`config.mk`:
```
export PLATFORM = sky130hd
export DESIGN_NAME = uart_rx_fifo
export DESIGN_NICKNAME = d
export VERILOG_FILES = /design/src/rtl/uart_pkg.sv /design/src/rtl/uart_fifo_mem.sv /design/src/rtl/uart_rx_fifo.sv
export SDC_FILE = /design/constraint.sdc
export NUM_CORES = 1
export LEC_CHECK = 0
export CORE_ASPECT_RATIO = 0.7
export CORE_MARGIN = 4
export CORE_UTILIZATION = 33
export CTS_BUF_LIST = sky130_fd_sc_hd__clkbuf_4 sky130_fd_sc_hd__clkbuf_8
export CTS_CLUSTER_DIAMETER = 120
export DETAILED_ROUTE_END_ITERATION = 6
export GPL_TIMING_DRIVEN = 1
export PLACE_DENSITY = 0.53
export SYNTH_ARGS = -nofsm -noshare
export SYNTH_HDL_FRONTEND = slang
export SYNTH_SLANG_ARGS = --single-unit
```
`constraint.sdc`:
```
create_clock -name clk -period 4.9 [get_ports clk]
set_input_delay 0.49 -clock clk [delete_from_list [all_inputs] [get_ports clk]]
set_output_delay 0.49 -clock clk [all_outputs]
set_load 0.01 [all_outputs]
```
`src/rtl/uart_pkg.sv`:
```
// Shared UART constants: byte width, baud divisor and frame timing used to size
// the receive FIFO and its character-timeout default.
package uart_pkg;

    localparam int unsigned BYTE_W        = 8;
    localparam int unsigned UART_DIVISOR  = 286;
    localparam int unsigned FRAME_BITS    = 10;
    localparam int unsigned CHAR_CLKS     = FRAME_BITS * UART_DIVISOR;

    // Character timeout is four idle frame times.
    localparam int unsigned TIMEOUT_CHARS = 4;

    localparam int unsigned DEFAULT_DEPTH_LOG2 = 4;
    localparam int unsigned DEFAULT_TRIGGER    = 8;
    localparam int unsigned DEFAULT_TIMEOUT    = TIMEOUT_CHARS * CHAR_CLKS;

    typedef logic [BYTE_W-1:0] uart_byte_t;

endpackage

```
`src/rtl/uart_fifo_mem.sv`:
```
// Register-array storage for the receive FIFO: synchronous write port and an
// asynchronous read port so the head byte can fall through combinationally.
module uart_fifo_mem
    import uart_pkg::*;
#(
    parameter int unsigned ADDR_W = DEFAULT_DEPTH_LOG2,
    parameter int unsigned DATA_W = BYTE_W
) (
    input  logic              clk,
    input  logic              wr_en,
    input  logic [ADDR_W-1:0] wr_addr,
    input  logic [DATA_W-1:0] wr_data,
    input  logic [ADDR_W-1:0] rd_addr,
    output logic [DATA_W-1:0] rd_data
);

    localparam int unsigned DEPTH = 2 ** ADDR_W;

    // Contents are deliberately left out of reset.
    logic [DATA_W-1:0] mem [DEPTH];

    always_ff @(posedge clk) begin
        if (wr_en) begin
            mem[wr_addr] <= wr_data;
        end
    end

    assign rd_data = mem[rd_addr];

endmodule

```
`src/rtl/uart_rx_fifo.sv`:
```
// UART receive buffer: edge-detected byte capture into a FWFT FIFO with sticky
// overrun, fill-level interrupt and character-timeout interrupt.
module uart_rx_fifo
    import uart_pkg::*;
#(
    parameter int unsigned DEPTH_LOG2 = DEFAULT_DEPTH_LOG2,
    parameter int unsigned TRIGGER    = DEFAULT_TRIGGER,
    parameter int unsigned TIMEOUT    = DEFAULT_TIMEOUT
) (
    input  logic                  clk,
    input  logic                  rst,
    input  logic [BYTE_W-1:0]     rx_data,
    input  logic                  rx_valid,
    input  logic                  rd_en,
    output logic [BYTE_W-1:0]     rd_data,
    output logic                  data_ready,
    output logic [DEPTH_LOG2:0]   count,
    output logic                  overrun,
    input  logic                  overrun_clr,
    output logic                  irq,
    output logic                  irq_timeout
);

    localparam int unsigned DEPTH = 2 ** DEPTH_LOG2;
    localparam int unsigned PTR_W = DEPTH_LOG2;
    localparam int unsigned CNT_W = DEPTH_LOG2 + 1;
    localparam int unsigned TMO_W = $clog2(TIMEOUT + 1);

    localparam logic [PTR_W-1:0] PTR_ONE  = PTR_W'(1);
    localparam logic [CNT_W-1:0] CNT_ONE  = CNT_W'(1);
    localparam logic [CNT_W-1:0] FULL_LVL = CNT_W'(DEPTH);
    localparam logic [CNT_W-1:0] TRIG_LVL = CNT_W'(TRIGGER);
    localparam logic [TMO_W-1:0] TMO_ONE  = TMO_W'(1);
    localparam logic [TMO_W-1:0] TMO_MAX  = TMO_W'(TIMEOUT);

    logic              rx_valid_q;
    logic [PTR_W-1:0]  wr_ptr_q, wr_ptr_d;
    logic [PTR_W-1:0]  rd_ptr_q, rd_ptr_d;
    logic [CNT_W-1:0]  count_q, count_d;
    logic              overrun_q, overrun_d;
    logic [TMO_W-1:0]  tmo_cnt_q, tmo_cnt_d;
    logic              irq_timeout_q, irq_timeout_d;

    logic              push_req;
    logic              full;
    logic              empty;
    logic              push_eff;
    logic              pop_eff;
    logic [BYTE_W-1:0] mem_rd_data;

    assign push_req = rx_valid & ~rx_valid_q;
    assign full     = (count_q == FULL_LVL);
    assign empty    = (count_q == '0);

    // When full, a same-cycle pop frees the slot the incoming byte needs.
    assign push_eff = push_req & (~full | rd_en);
    assign pop_eff  = rd_en & ~empty;

    always_comb begin
        wr_ptr_d      = wr_ptr_q;
        rd_ptr_d      = rd_ptr_q;
        count_d       = count_q;
        overrun_d     = overrun_q;
        tmo_cnt_d     = tmo_cnt_q;
        irq_timeout_d = 1'b0;

        if (push_eff) begin
            wr_ptr_d = wr_ptr_q + PTR_ONE;
        end
        if (pop_eff) begin
            rd_ptr_d = rd_ptr_q + PTR_ONE;
        end

        case ({push_eff, pop_eff})
            2'b10:   count_d = count_q + CNT_ONE;
            2'b01:   count_d = count_q - CNT_ONE;
            default: count_d = count_q;
        endcase

        // A new drop event takes priority over a clear in the same cycle.
        if (push_req && full && !rd_en) begin
            overrun_d = 1'b1;
        end else if (overrun_clr) begin
            overrun_d = 1'b0;
        end

        if (push_eff || pop_eff || empty) begin
            tmo_cnt_d = '0;
        end else if (tmo_cnt_q != TMO_MAX) begin
            tmo_cnt_d = tmo_cnt_q + TMO_ONE;
        end

        irq_timeout_d = (tmo_cnt_d == TMO_MAX) && (count_d != '0);
    end

    always_ff @(posedge clk) begin
        if (rst) begin
            rx_valid_q    <= 1'b0;
            wr_ptr_q      <= '0;
            rd_ptr_q      <= '0;
            count_q       <= '0;
            overrun_q     <= 1'b0;
            tmo_cnt_q     <= '0;
            irq_timeout_q <= 1'b0;
        end else begin
            rx_valid_q    <= rx_valid;
            wr_ptr_q      <= wr_ptr_d;
            rd_ptr_q      <= rd_ptr_d;
            count_q       <= count_d;
            overrun_q     <= overrun_d;
            tmo_cnt_q     <= tmo_cnt_d;
            irq_timeout_q <= irq_timeout_d;
        end
    end

    uart_fifo_mem #(
        .ADDR_W (PTR_W),
        .DATA_W (BYTE_W)
    ) u_mem (
        .clk     (clk),
        .wr_en   (push_eff),
        .wr_addr (wr_ptr_q),
        .wr_data (rx_data),
        .rd_addr (rd_ptr_q),
        .rd_data (mem_rd_data)
    );

    assign data_ready  = ~empty;
    assign rd_data     = empty ? '0 : mem_rd_data;
    assign count       = count_q;
    assign overrun     = overrun_q;
    assign irq_timeout = irq_timeout_q;
    assign irq         = (count_q >= TRIG_LVL) | irq_timeout_q;

    // Occupancy never exceeds depth and always matches the pointer distance.
    a_count_bound : assert property (@(posedge clk) disable iff (rst) count_q <= FULL_LVL);
    a_ptr_match : assert property (@(posedge clk) disable iff (rst)
        (wr_ptr_q - rd_ptr_q) == count_q[PTR_W-1:0]);

endmodule

```
=== Word level (Yosys, flattened, before mapping) ===
Memories as Yosys holds them, arrays and structs flattened. A register that Yosys moved wholly into a read port is not among the register bits.
Cells that the tools add are included.

* Flip-flop bits (word level): 30
* Bits in writable memories: 128
* Input bits: 13
* Output and inout port bits: 17
* Word-level logic and storage cells: 46
* Memories: 1

* Add/subtract/negate cells: 5
* Order comparisons: 1
* Equal/unequal tests: 5
* Multiplexer cells: 10
* Bitwise gates (word level): 8
* Reduce and logical (&&, ||, !) cells: 9

{| class="wikitable"
|+ Memory list
! name !! words !! width !! rd ports !! clocked after memory_dff !! wr ports !! line !! RTL
|-
| u_mem.mem || 16 || 8 || 1 || 1 || 1 || uart_fifo_mem.sv:20 || <nowiki>logic [DATA_W-1:0] mem [DEPTH];</nowiki>
|}

{| class="wikitable"
|+ Operator list
! kind !! count
|-
| 2-to-1 mux 14 bit || 2
|-
| adder 14 x 1 -> 14 bit, second input constant || 1
|-
| equality test 14 bit, second input constant || 1
|-
| != test 14 bit, second input constant || 1
|-
| case mux 5 bit (2 select lines) || 1
|-
| adder 4 x 1 -> 4 bit, second input constant || 2
|-
| 2-to-1 mux 4 bit || 2
|-
| 2-to-1 mux 8 bit || 1
|-
| adder 5 x 1 -> 5 bit, second input constant || 1
|-
| equality test 5 bit, second input constant || 1
|-
| >= comparator 5 x 4 -> 1 bit, second input constant || 1
|-
| logical NOT 5 bit || 1
|-
| nonzero test 5 bit || 1
|-
| subtractor 5 x 1 -> 5 bit, second input constant || 1
|-
| 2-to-1 mux 1 bit || 4
|-
| AND 1 bit || 3
|-
| logical AND 1 bit || 3
|-
| inverter 1 bit || 3
|-
| equality test 2 x 1 -> 1 bit, second input constant || 1
|-
| equality test 2 bit, second input constant || 1
|-
| logical OR 1 bit || 2
|-
| bitwise OR 1 bit || 2
|-
| nonzero test 2 bit || 1
|-
| logical NOT 1 bit || 1
|}

=== Depth between registers and ports, before layout ===
Gate-level depths: netlist of the first run.

* Depth in word-level cells: 9
* Gate-level depth with buffers: 12
* Gate-level depth less buffers: 11

=== Hierarchy ===
Synthesis of the first run repeated with hierarchy kept, for this count alone.

* Cell total of the unflattened synthesis: 414
* Area, all modules: 6646.4 sq um

{| class="wikitable"
|+ Modules (own cells, without submodules)
! module !! times used !! cells each !! area an instance (sq um) !! seq. area each (sq um)
|-
| uart_fifo_mem || 1 || 221 || 4987.3 || 3843.7
|-
| uart_rx_fifo || 1 || 193 || 1659.1 || 600.6
|}

=== Worst setup path after synthesis of the first run ===
No wires, ideal clock.

* Path kind: reg2reg
* From: register count_q[1] (netlist: count[1])
* To: register irq_timeout_q (netlist: irq_timeout)
* Library setup time: 0.122 ns
* Arrival: 2.741 ns
* Data required time: 4.778 ns
* Path slack: 2.037 ns
* Cell stages (with the launch flop): 11
* Path buffers: 3
* Period minus slack after synthesis: 2.863 ns
* Cell sequence: dfxtp_1 -> clkbuf_1 -> or4_1 -> or2_1 -> and2_1 -> clkbuf_1 -> ha_1 -> clkbuf_1 -> o21bai_1 -> xnor2_1 -> o311a_1

* Longest elaborated chain between the ends: 9
* Elaborated cells on any way between the ends: 18
* Those cells by class: add/sub (2); eq/ne (4); mux (2); bitwise (5); reduce/logical (5)

{| class="wikitable"
|+ Ends and longest elaborated chain
! item !! line !! RTL
|-
| start: declaration || uart_rx_fifo.sv:39 || <nowiki>logic [CNT_W-1:0] count_q, count_d;</nowiki>
|-
| start signal: assignment || uart_rx_fifo.sv:109 || <nowiki>count_q <= count_d;</nowiki>
|-
| equality test 5 bit || uart_rx_fifo.sv:52 || <nowiki>assign full = (count_q == FULL_LVL);</nowiki>
|-
| inverter 1 bit || uart_rx_fifo.sv:56 || <nowiki>assign push_eff = push_req & (~full | rd_en);</nowiki>
|-
| bitwise OR 1 bit || uart_rx_fifo.sv:56 ||
|-
| AND 1 bit || uart_rx_fifo.sv:56 ||
|-
| logical OR 1 bit (2 in a row) || uart_rx_fifo.sv:87 || <nowiki>if (push_eff || pop_eff || empty) begin</nowiki>
|-
| 2-to-1 mux 14 bit || uart_rx_fifo.sv:87 ||
|-
| equality test 14 bit || uart_rx_fifo.sv:93 || <nowiki>irq_timeout_d = (tmo_cnt_d == TMO_MAX) && (count_d != '0);</nowiki>
|-
| logical AND 1 bit * || uart_rx_fifo.sv:93 ||
|-
| end signal: assignment || uart_rx_fifo.sv:112 || <nowiki>irq_timeout_q <= irq_timeout_d;</nowiki>
|-
| end: declaration || uart_rx_fifo.sv:42 || <nowiki>logic irq_timeout_q, irq_timeout_d;</nowiki>
|}

Every way passes the cells marked *; elsewhere a longest branch is shown, timed or not.
A chain may end at the register's enable or synchronous reset.

==> impl_metrics.env, run 1 <==
export IMPL_period_share_pct=67.6
export IMPL_fillers=1853
export IMPL_wirelength_um=14000
export IMPL_synth_edf_count=128
export IMPL_grt_antenna_before_repair=0
export IMPL_clk_pin_slew_ns=0.08
export IMPL_grtUsageTotal_pct=13.0
export IMPL_synth_top_family_by_area="multiplexers"
export IMPL_rr_endpoint="irq_timeout"
export IMPL_multi_input_comb_area_mm2=0.00210
export IMPL_wl_per_cell_um=19.0
export IMPL_final_seq_area_mm2=0.00453
export IMPL_postSynthCellCount=422
export IMPL_arrival_ns=2.82
export IMPL_ctsRootBufferMaster="clkbuf_8"
export IMPL_ff2ff_path_depth=9
export IMPL_power_switching_uw=961
export IMPL_syn_num_nets=444
export IMPL_vias_per_cell=4.97
export IMPL_clockPowerShare_pct=28.1
export IMPL_dr_first_iter_drc_count=361
export IMPL_postSynth_asyncResetShare_pct=0
export IMPL_dieWidth_um=178
export IMPL_synth_most_common_cell="edfxtp_1"
export IMPL_holdBufCountCts=0
export IMPL_clock_sinks=162
export IMPL_io_pins=30
export IMPL_numCtsBuffers=17
export IMPL_cts_tree="yes"
export IMPL_synth_distinct_cells=44
export IMPL_fin_cells=738
export IMPL_finalHoldViolations=0
export IMPL_place_gp_congestion=0.763
export IMPL_internal_power_uw=2460
export IMPL_rrSetupSlack_ns=1.80
export IMPL_setup_violations_final=0
export IMPL_ctsHtreeMaxLevel=4
export IMPL_leakagePower_uw=0.00236
export IMPL_grt_pass1_vias=3660
export IMPL_ir_drop_mv=0.167
export IMPL_worstSetupPathType="register to primary output"
export IMPL_vias=3666
export IMPL_outcome="finished, final reports clean"
export IMPL_maxSlewViolCount=0
export IMPL_required_ns=4.41
export IMPL_synth_area_mm2=0.00670
export IMPL_yosys_top_cells_count="edfxtp_1 (128), nor2_1 (51), mux4_2 (40)"
export IMPL_crit_end="rd_data[6]"
export IMPL_yosys_area_top_type="edfxtp_1"
export IMPL_worstMarginPinSlew_ns=1.11
export IMPL_die_area_mm2=0.0227
export IMPL_yosys_area_share_simple_pct=10.1
export IMPL_post_place_cells=706
export IMPL_rows=43
export IMPL_cts_buffer_depth=2
export IMPL_drtAntennaViolNets=0
export IMPL_dr_pass1_iters=4
export IMPL_final_layout_size_suffix_gt1_share_pct=17.7
export IMPL_pwr_share_seq_pct=46.3
export IMPL_end_kind="primary output"
export IMPL_fin_setup_tns_ns=0
export IMPL_slew_headroom_pct=25.3
export IMPL_timing_max_cap_violations=0
export IMPL_grt_first_pass_wirelength_um=21800
export IMPL_grt_start_max_net_pins=33
export IMPL_powerDensity_mw_per_mm2=444
export IMPL_p_sw_share_pct=28.1
export IMPL_worstSetupStartpointType="register"
export IMPL_rsz0062_at_grt="no"
export IMPL_fin_skew_ns=0.0143
export IMPL_worst_path_max_fanout=16
export IMPL_syn_to_final_growth_pct=14.9
export IMPL_grt_ovfl_total=0
export IMPL_synthXorXnorAreaFrac_pct=3.14
export IMPL_synth_warnings=0
export IMPL_io_buffer_count=29
export IMPL_muxShareOfSynthArea_pct=13.9
export IMPL_start_util_pct=33.7
export IMPL_synth_compound_area_share_pct=2.18
export IMPL_reg2reg_from="count[1]"
export IMPL_synth_ff_type="edfxtp_1"
export IMPL_fmax_ghz=0.302
export IMPL_core_mm2=0.0199
export IMPL_cts_resized=0
export IMPL_dp_hpwl_um=9200
export IMPL_final_nets=477
export IMPL_synth_fa_ha_area_share_pct=1.68
export IMPL_synth_area_per_cell_um2=15.9
export IMPL_synth_seq_area_share_pct=67.5
export IMPL_post_cts_setup_buffers=0
export IMPL_synth_top_area_share_pct=57.3
export IMPL_die_y_um=127
export IMPL_layout_min_cycle_time_ns=3.31
export IMPL_p_comb_share_pct=25.6
export IMPL_ys_ff_latch=162
export IMPL_hold_class="register to register"
export IMPL_antenna_cells=0
export IMPL_remaining_drc_errors=0
export IMPL_insertion_delay_ns=0.44
export IMPL_netlist_top_cells_area="edfxtp_1 (57%), mux4_2 (13%), dfxtp_1 (10%), nor2_1 (2.9%), xnor2_1 (1.8%)"
power by group through the flow:
stage                     Clock (µW)  Sequential [µW]  Combinational (µW)
after floorplan                    0             1590                 579
after global placement             0             1610                 891
after detailed placement           0             1610                 896
after CTS                        982             1580                 898
after global routing            1040             1590                 960
final                            960             1580                 875
registers in the layout, summed over array words and instances, names as in the netlist, named ones only:
register / cells
count: 5
irq_timeout: 1
overrun: 1
rd_ptr_q: 4
rx_valid_q: 1
tmo_cnt_q: 14
u_mem.mem: 128
wr_ptr_q: 4
cell type report:
class | count | share of cell area [%]
inverter | 7 | 0.341
tap | 270 | 4.39
clock inverter | 12 | 1.69
timing repair buffer | 34 | 4.26
multi-input combinational | 233 | 27.2
clock buffer | 20 | 3.33
sequential | 162 | 58.8
cell usage in the layout (no fill, tap or decap), types with 5 or more instances in the layout:
cell	n
nand3_1	12
nor4_1	6
ha_1	9
nor2_1	51
buf_4	5
mux4_2	40
xnor2_1	14
clkbuf_8	17
a21oi_1	10
inv_1	7
and2_1	10
edfxtp_1	128
nand2_1	17
xor2_1	10
nor2b_1	5
dfxtp_1	33
clkdlybuf4s50_1	29
cell families (layout without fill, tap and decap cells):
family,after synthesis,in the layout
simple gates,134,134
compound gates,23,23
mux,43,43
flops,162,162
fa+ha+maj,9,9
xor+xnor,24,24
buf+inv,27,73
metal layers:
| layer | vias to the layer above | global-route usage [%] | wire [µm] |
|---|---|---|---|
| met5 | - | 0 | 0 |
| li1 | 1681 | - | - |
| met4 | 0 | 3.34 | 104 |
| met3 | 8 | 3.28 | 717 |
| met1 | 1891 | 19.7 | 6910 |
| met2 | 86 | 18.8 | 6310 |
worst max-delay path, cell delays in order (launching register included):
cell and delay (ns):
dfxtp_2 0.33, buf_4 0.32, mux4_2 0.57, mux4_2 0.51, and2_1 0.18, clkdlybuf4s50_1 0.47
worst min path at each step:
stage,from,to,slack (ns),depth (start not counted)
2_1_floorplan,rd_ptr_q[3],register,0.47,2
3_3_place_gp,rd_ptr_q[3],rd_ptr_q[3],0.49,2
3_5_place_dp,rd_ptr_q[3],register,0.49,2
4_1_cts,rd_ptr_q[3],register,0.51,2
5_1_grt,rd_ptr_q[3],register,0.53,2
6_report,rd_ptr_q[3],register,0.50,2
per-stage QoR:
step | setup slack, ns | hold slack (ns) | cell area (µm²) | utilization, % | power, µW
2_1_floorplan | 2.04 | 0.472 | 6700 | - | 2170
3_3_place_gp | 1.80 | 0.494 | 7310 | 36.7 | 2500
3_5_place_dp | 1.68 | 0.492 | 7310 | 36.7 | 2510
4_1_cts | 1.51 | 0.514 | 7700 | 38.7 | 3460
5_1_grt | 1.42 | 0.528 | 7700 | 38.7 | 3600
6_report | 1.59 | 0.502 | 7700 | 38.7 | 3420
No activity file was read; power rests on OpenSTA's default activity.
==> run 2: changes to the inputs <==
Clock period 4.9 ns to 3.1 ns, I/O delays scaled along.
==> impl_metrics.env, run 2 (synthesized netlist as in run 1, its figures left out) <==
export IMPL_outcome="finished, final reports clean"
export IMPL_grt_pass1_vias=3784
export IMPL_hold_class="input port to register"
export IMPL_cts_tree="yes"
export IMPL_rsz0062_at_grt="yes"
export IMPL_worst_path_max_fanout=6
export IMPL_fmax_ghz=0.327
export IMPL_numCtsBuffers=17
export IMPL_layout_min_cycle_time_ns=3.05
export IMPL_slew_headroom_pct=27.4
export IMPL_worstSetupStartpointType="register"
export IMPL_setup_violations_final=0
export IMPL_rows=43
export IMPL_ctsHtreeMaxLevel=4
export IMPL_leakagePower_uw=0.00255
export IMPL_required_ns=2.79
export IMPL_io_buffer_count=29
export IMPL_final_core_util_pct=39.7
export IMPL_cts_buffer_depth=2
export IMPL_final_layout_size_suffix_gt1_share_pct=21.6
export IMPL_clock_sinks=162
export IMPL_place_gp_congestion=0.798
export IMPL_worstMarginPinSlew_ns=1.09
export IMPL_reg2reg_from="count[1]"
export IMPL_dr_first_iter_drc_count=272
export IMPL_cpMaxStageDelayCell="mux4_2"
export IMPL_rrSetupSlack_ns=0.30
export IMPL_final_nets=500
export IMPL_remaining_drc_errors=0
export IMPL_crit_buf_inv=2
export IMPL_cp_slowest_stage_delay_ns=0.54
export IMPL_start_util_pct=33.7
export IMPL_crit_chain="buf_6 > mux4_2 > mux4_2 > and2_1 > clkdlybuf4s50_1"
export IMPL_crit_path_frequent_cell="mux4_2"
export IMPL_timing_max_cap_violations=0
export IMPL_ctsRootBufferMaster="clkbuf_8"
export IMPL_dieWidth_um=178
export IMPL_grt_start_max_net_pins=33
export IMPL_wl_per_cell_um=19.1
export IMPL_finalHoldViolations=0
export IMPL_powerDensity_mw_per_mm2=693
export IMPL_grt_first_pass_wirelength_um=22600
export IMPL_grt_antenna_before_repair=0
export IMPL_dp_hpwl_um=9810
export IMPL_final_cell_mix="edfxtp_1 (128), nor2_1 (51), mux4_2 (40)"
export IMPL_arrival_ns=2.74
export IMPL_core_mm2=0.0199
export IMPL_wirelength_um=14600
export IMPL_grt_ovfl_total=0
export IMPL_largest_register="u_mem.mem"
export IMPL_grtUsageTotal_pct=13.4
export IMPL_dr_pass1_iters=5
export IMPL_end_kind="primary output"
export IMPL_critPathTopFamily="multiplexers"
export IMPL_fillers=1851
export IMPL_drtAntennaViolNets=0
export IMPL_io_pins=30
export IMPL_die_area_mm2=0.0227
export IMPL_maxSlewViolCount=0
export IMPL_period_share_pct=98.5
export IMPL_worstHoldStart="rx_valid"
export IMPL_final_common_cell="edfxtp_1"
export IMPL_vias=3766
export IMPL_ir_drop_mv=0.255
export IMPL_die_y_um=127
export IMPL_fin_skew_ns=0.0195
export IMPL_syn_to_final_growth_pct=18.0
export IMPL_largest_reg_flops=128
export IMPL_insertion_delay_ns=0.45
export IMPL_vias_per_cell=4.95
export IMPL_clk_pin_slew_ns=0.09
export IMPL_design_power_total_uw=5480
export IMPL_worstSetupPathType="register to primary output"
export IMPL_antenna_cells=0
-- run 2: cell count changes in the layout (fill, tap and decap cells not counted), moves of 2 or more --
| cell | change |
|---|---|
| clkinv_2 | +3 |
| nor3_2 | -4 |
| clkinv_1 | -3 |
| buf_4 | +18 |
| inv_6 | -2 |
| dlymetal6s2s_1 | +5 |
| buf_12 | +3 |
| clkinvlp_4 | +2 |
| nor3_1 | +4 |
| clkdlybuf4s50_1 | -7 |
| dlygate4sd2_1 | +2 |
-- run 2: path summary, 6_finish.rpt --
check                 to  cells after the start
min reg2reg     register                      2
max reg2reg  irq_timeout                     10
max           rd_data[2]                      5
min           rx_valid_q                      2
-- run 2: where the power goes --
group	internal (µW)	switching (µW)	total, µW
registers	2420	97.0	2510
clock network	662	780	1440
logic	835	694	1530
total	3910	1570	5480
-- run 2: layout make-up --
cell class | count | area (µm²) | area share (%)
inverters | 7 | 26.3 | 0.332
flip-flops and latches | 162 | 4530 | 57.2
repair buffers | 57 | 569 | 7.20
clock buffers | 20 | 256 | 3.24
clock inverters | 12 | 110 | 1.39
well taps | 270 | 338 | 4.27
multi-input cells | 233 | 2080 | 26.3
-- run 2: metrics by stage --
stage | setup slack (ns) | cell area, µm² | setup TNS (ns) | cells | hold WS (ns)
after CTS | 0.00310 | 7860 | 0 | 759 | 0.465
after global placement | 0.346 | 7470 | 0 | 725 | 0.486
after detailed placement | 0.281 | 7470 | 0 | 725 | 0.497
after floorplan | 0.237 | 6700 | 0 | 422 | 0.409
after global routing | -0.0354 | 7910 | -0.0354 | 761 | 0.477
final | 0.0452 | 7910 | 0 | 761 | 0.492
-- run 2: what timing repair did --
| action | in CTS | in global routing |
|---|---|---|
| endpoints found under the setup margin | 8 | 5 |
| cloned | 0 | 1 |
| hold buffers | 0 | 0 |
| setup buffers | 2 | 1 |
| gates resized for setup | 4 | 6 |
-- run 2: worst reg2reg max path, cell delays in order, from the launching register on --
cell and delay (ns):
dfxtp_1 0.40, or4_1 0.63, o211ai_1 0.38, xnor2_1 0.17, ha_1 0.23, a21oi_1 0.09, a21oi_1 0.13, nand2_1 0.07
a21oi_1 0.18, xor2_1 0.10, o311a_1 0.33
-- run 2: per-layer routing --
layer / global-route usage, % / up-vias / part of all wire, %
met5: 0 / - / 0
met4: 3.38 / 0 / 0.89
met3: 3.37 / 12 / 3.5
met2: 20.4 / 78 / 46
met1: 19.4 / 1944 / 49
li1: - / 1732 / -
==> run 3: changes to the inputs <==
Settings changed: PLACE_DENSITY 0.53 to 0.54.
Clock period 3.1 ns to 2.8 ns, I/O delays scaled along.
==> impl_metrics.env, run 3 (synthesized netlist as in run 1, its figures left out) <==
export IMPL_slew_headroom_pct=60.1
export IMPL_dieWidth_um=178
export IMPL_crit_chain="buf_12 > mux4_2 > mux4_2 > and2_1 > clkdlybuf4s15_2"
export IMPL_largest_register="u_mem.mem"
export IMPL_clockPowerShare_pct=28.0
export IMPL_die_y_um=127
export IMPL_final_nets=516
export IMPL_die_area_mm2=0.0227
export IMPL_leakagePower_uw=0.00260
export IMPL_ir_drop_mv=0.296
export IMPL_ctsHtreeMaxLevel=4
export IMPL_worstSetupPathType="register to primary output"
export IMPL_pwr_share_seq_pct=44.4
export IMPL_final_common_cell="edfxtp_1"
export IMPL_power_switching_uw=1910
export IMPL_wirelength_um=14600
export IMPL_cts_tree="yes"
export IMPL_io_buffer_count=29
export IMPL_final_cell_mix="edfxtp_1 (128), nor2_1 (51), mux4_2 (40)"
export IMPL_grt_antenna_before_repair=0
export IMPL_remaining_drc_errors=0
export IMPL_wl_per_cell_um=18.8
export IMPL_internal_power_uw=4300
export IMPL_core_mm2=0.0199
export IMPL_start_util_pct=33.7
export IMPL_io_pins=30
export IMPL_clk_pin_slew_ns=0.10
export IMPL_fin_setup_tns_ns=0
export IMPL_cpMaxStageDelayCell="mux4_2"
export IMPL_largest_reg_flops=128
export IMPL_clock_sinks=162
export IMPL_powerDensity_mw_per_mm2=771
export IMPL_layout_min_cycle_time_ns=2.72
export IMPL_design_power_total_uw=6220
export IMPL_rsz0062_at_grt="yes"
export IMPL_grt_pass1_vias=3898
export IMPL_vias_per_cell=4.91
export IMPL_cp_slowest_stage_delay_ns=0.52
export IMPL_period_share_pct=97.1
export IMPL_end_kind="primary output"
export IMPL_place_gp_congestion=0.810
export IMPL_arrival_ns=2.44
export IMPL_cts_buffer_depth=2
export IMPL_outcome="finished, final reports clean"
export IMPL_fin_skew_ns=0.0144
export IMPL_antenna_cells=0
export IMPL_dp_hpwl_um=9800
export IMPL_rows=43
export IMPL_numCtsBuffers=17
export IMPL_hold_class="input port to register"
export IMPL_setup_violations_final=0
export IMPL_required_ns=2.52
export IMPL_p_sw_share_pct=30.7
export IMPL_worst_path_max_fanout=8
export IMPL_ctsRootBufferMaster="clkbuf_8"
export IMPL_grt_start_max_net_pins=33
export IMPL_grt_first_pass_wirelength_um=23000
export IMPL_maxSlewViolCount=0
export IMPL_holdBufCountCts=0
export IMPL_grtUsageTotal_pct=13.7
export IMPL_vias=3816
export IMPL_p_comb_share_pct=27.7
export IMPL_worstSetupStartpointType="register"
export IMPL_timing_max_cap_violations=0
export IMPL_dr_pass1_iters=4
export IMPL_syn_to_final_growth_pct=20.2
export IMPL_finalHoldViolations=0
export IMPL_dr_first_iter_drc_count=302
export IMPL_grt_ovfl_total=0
export IMPL_fmax_ghz=0.368
export IMPL_final_layout_size_suffix_gt1_share_pct=26.0
export IMPL_worstMarginPinSlew_ns=0.597
export IMPL_drtAntennaViolNets=0
export IMPL_crit_path_frequent_cell="mux4_2"
export IMPL_insertion_delay_ns=0.46
-- run 3: final timing paths --
| check | from | to | slack [ns] | cells past startpoint |
|---|---|---|---|---|
| max | register | rd_data[2] | 0.08 | 5 |
| min | rx_valid | rx_valid_q | 0.44 | 2 |
| max reg2reg | count[1] | irq_timeout | 0.25 | 11 |
| min reg2reg | rd_ptr_q[3] | rd_ptr_q[3] | 0.52 | 2 |
-- run 3: final cells by class --
type / instances / area (µm²)
clock inverters: 15 / 194
inverters: 7 / 26.3
clock buffers: 17 / 234
multi-input cells: 233 / 2090
flip-flops and latches: 162 / 4530
fillers: 1792 / 11800
well taps: 270 / 338
repair buffers: 73 / 653
-- run 3: per-layer routing --
metal	routed length [µm]	GRT usage (%)	share of wire, %	vias to the layer above
met1	7180	20.4	49	1927
met4	102	3.74	0.70	0
li1	-	-	-	1766
met5	0	0	0	-
met3	708	3.70	4.9	10
met2	6580	19.8	45	113
-- run 3: power groups by stage --
stage / Clock [µW] / Sequential (µW) / Combinational [µW]
after detailed placement: 0 / 2800 / 1720
after floorplan: 0 / 2790 / 1030
after global routing: 1900 / 2770 / 1880
final: 1740 / 2760 / 1720
after CTS: 1800 / 2750 / 1850
after global placement: 0 / 2800 / 1710
-- run 3: worst max-delay path: cells and delay by family, from the launching register on --
family / cells / cell delay (ns)
buffers and inverters: 2 / 0.38
DFF: 1 / 0.45
muxes: 2 / 0.98
and+or+nand+nor: 1 / 0.17
-- run 3: through the flow --
stage	utilization (%)	area, µm²	setup slack, ns	std cells	hold slack [ns]
floorplan	-	6710	0.0258	422	0.379
global placement	38.2	7610	0.232	742	0.493
detailed placement	38.2	7610	0.212	742	0.502
CTS	40.8	8130	-0.0254	780	0.394
global route	40.5	8060	-0.0218	777	0.408
finish	40.5	8060	0.0806	777	0.441
-- run 3: what timing repair did --
action                     in CTS  in global routing
setup endpoints to repair       8                  8
cloned                          2                  0
gates resized for setup        28                 17
buffers inserted                4                  0
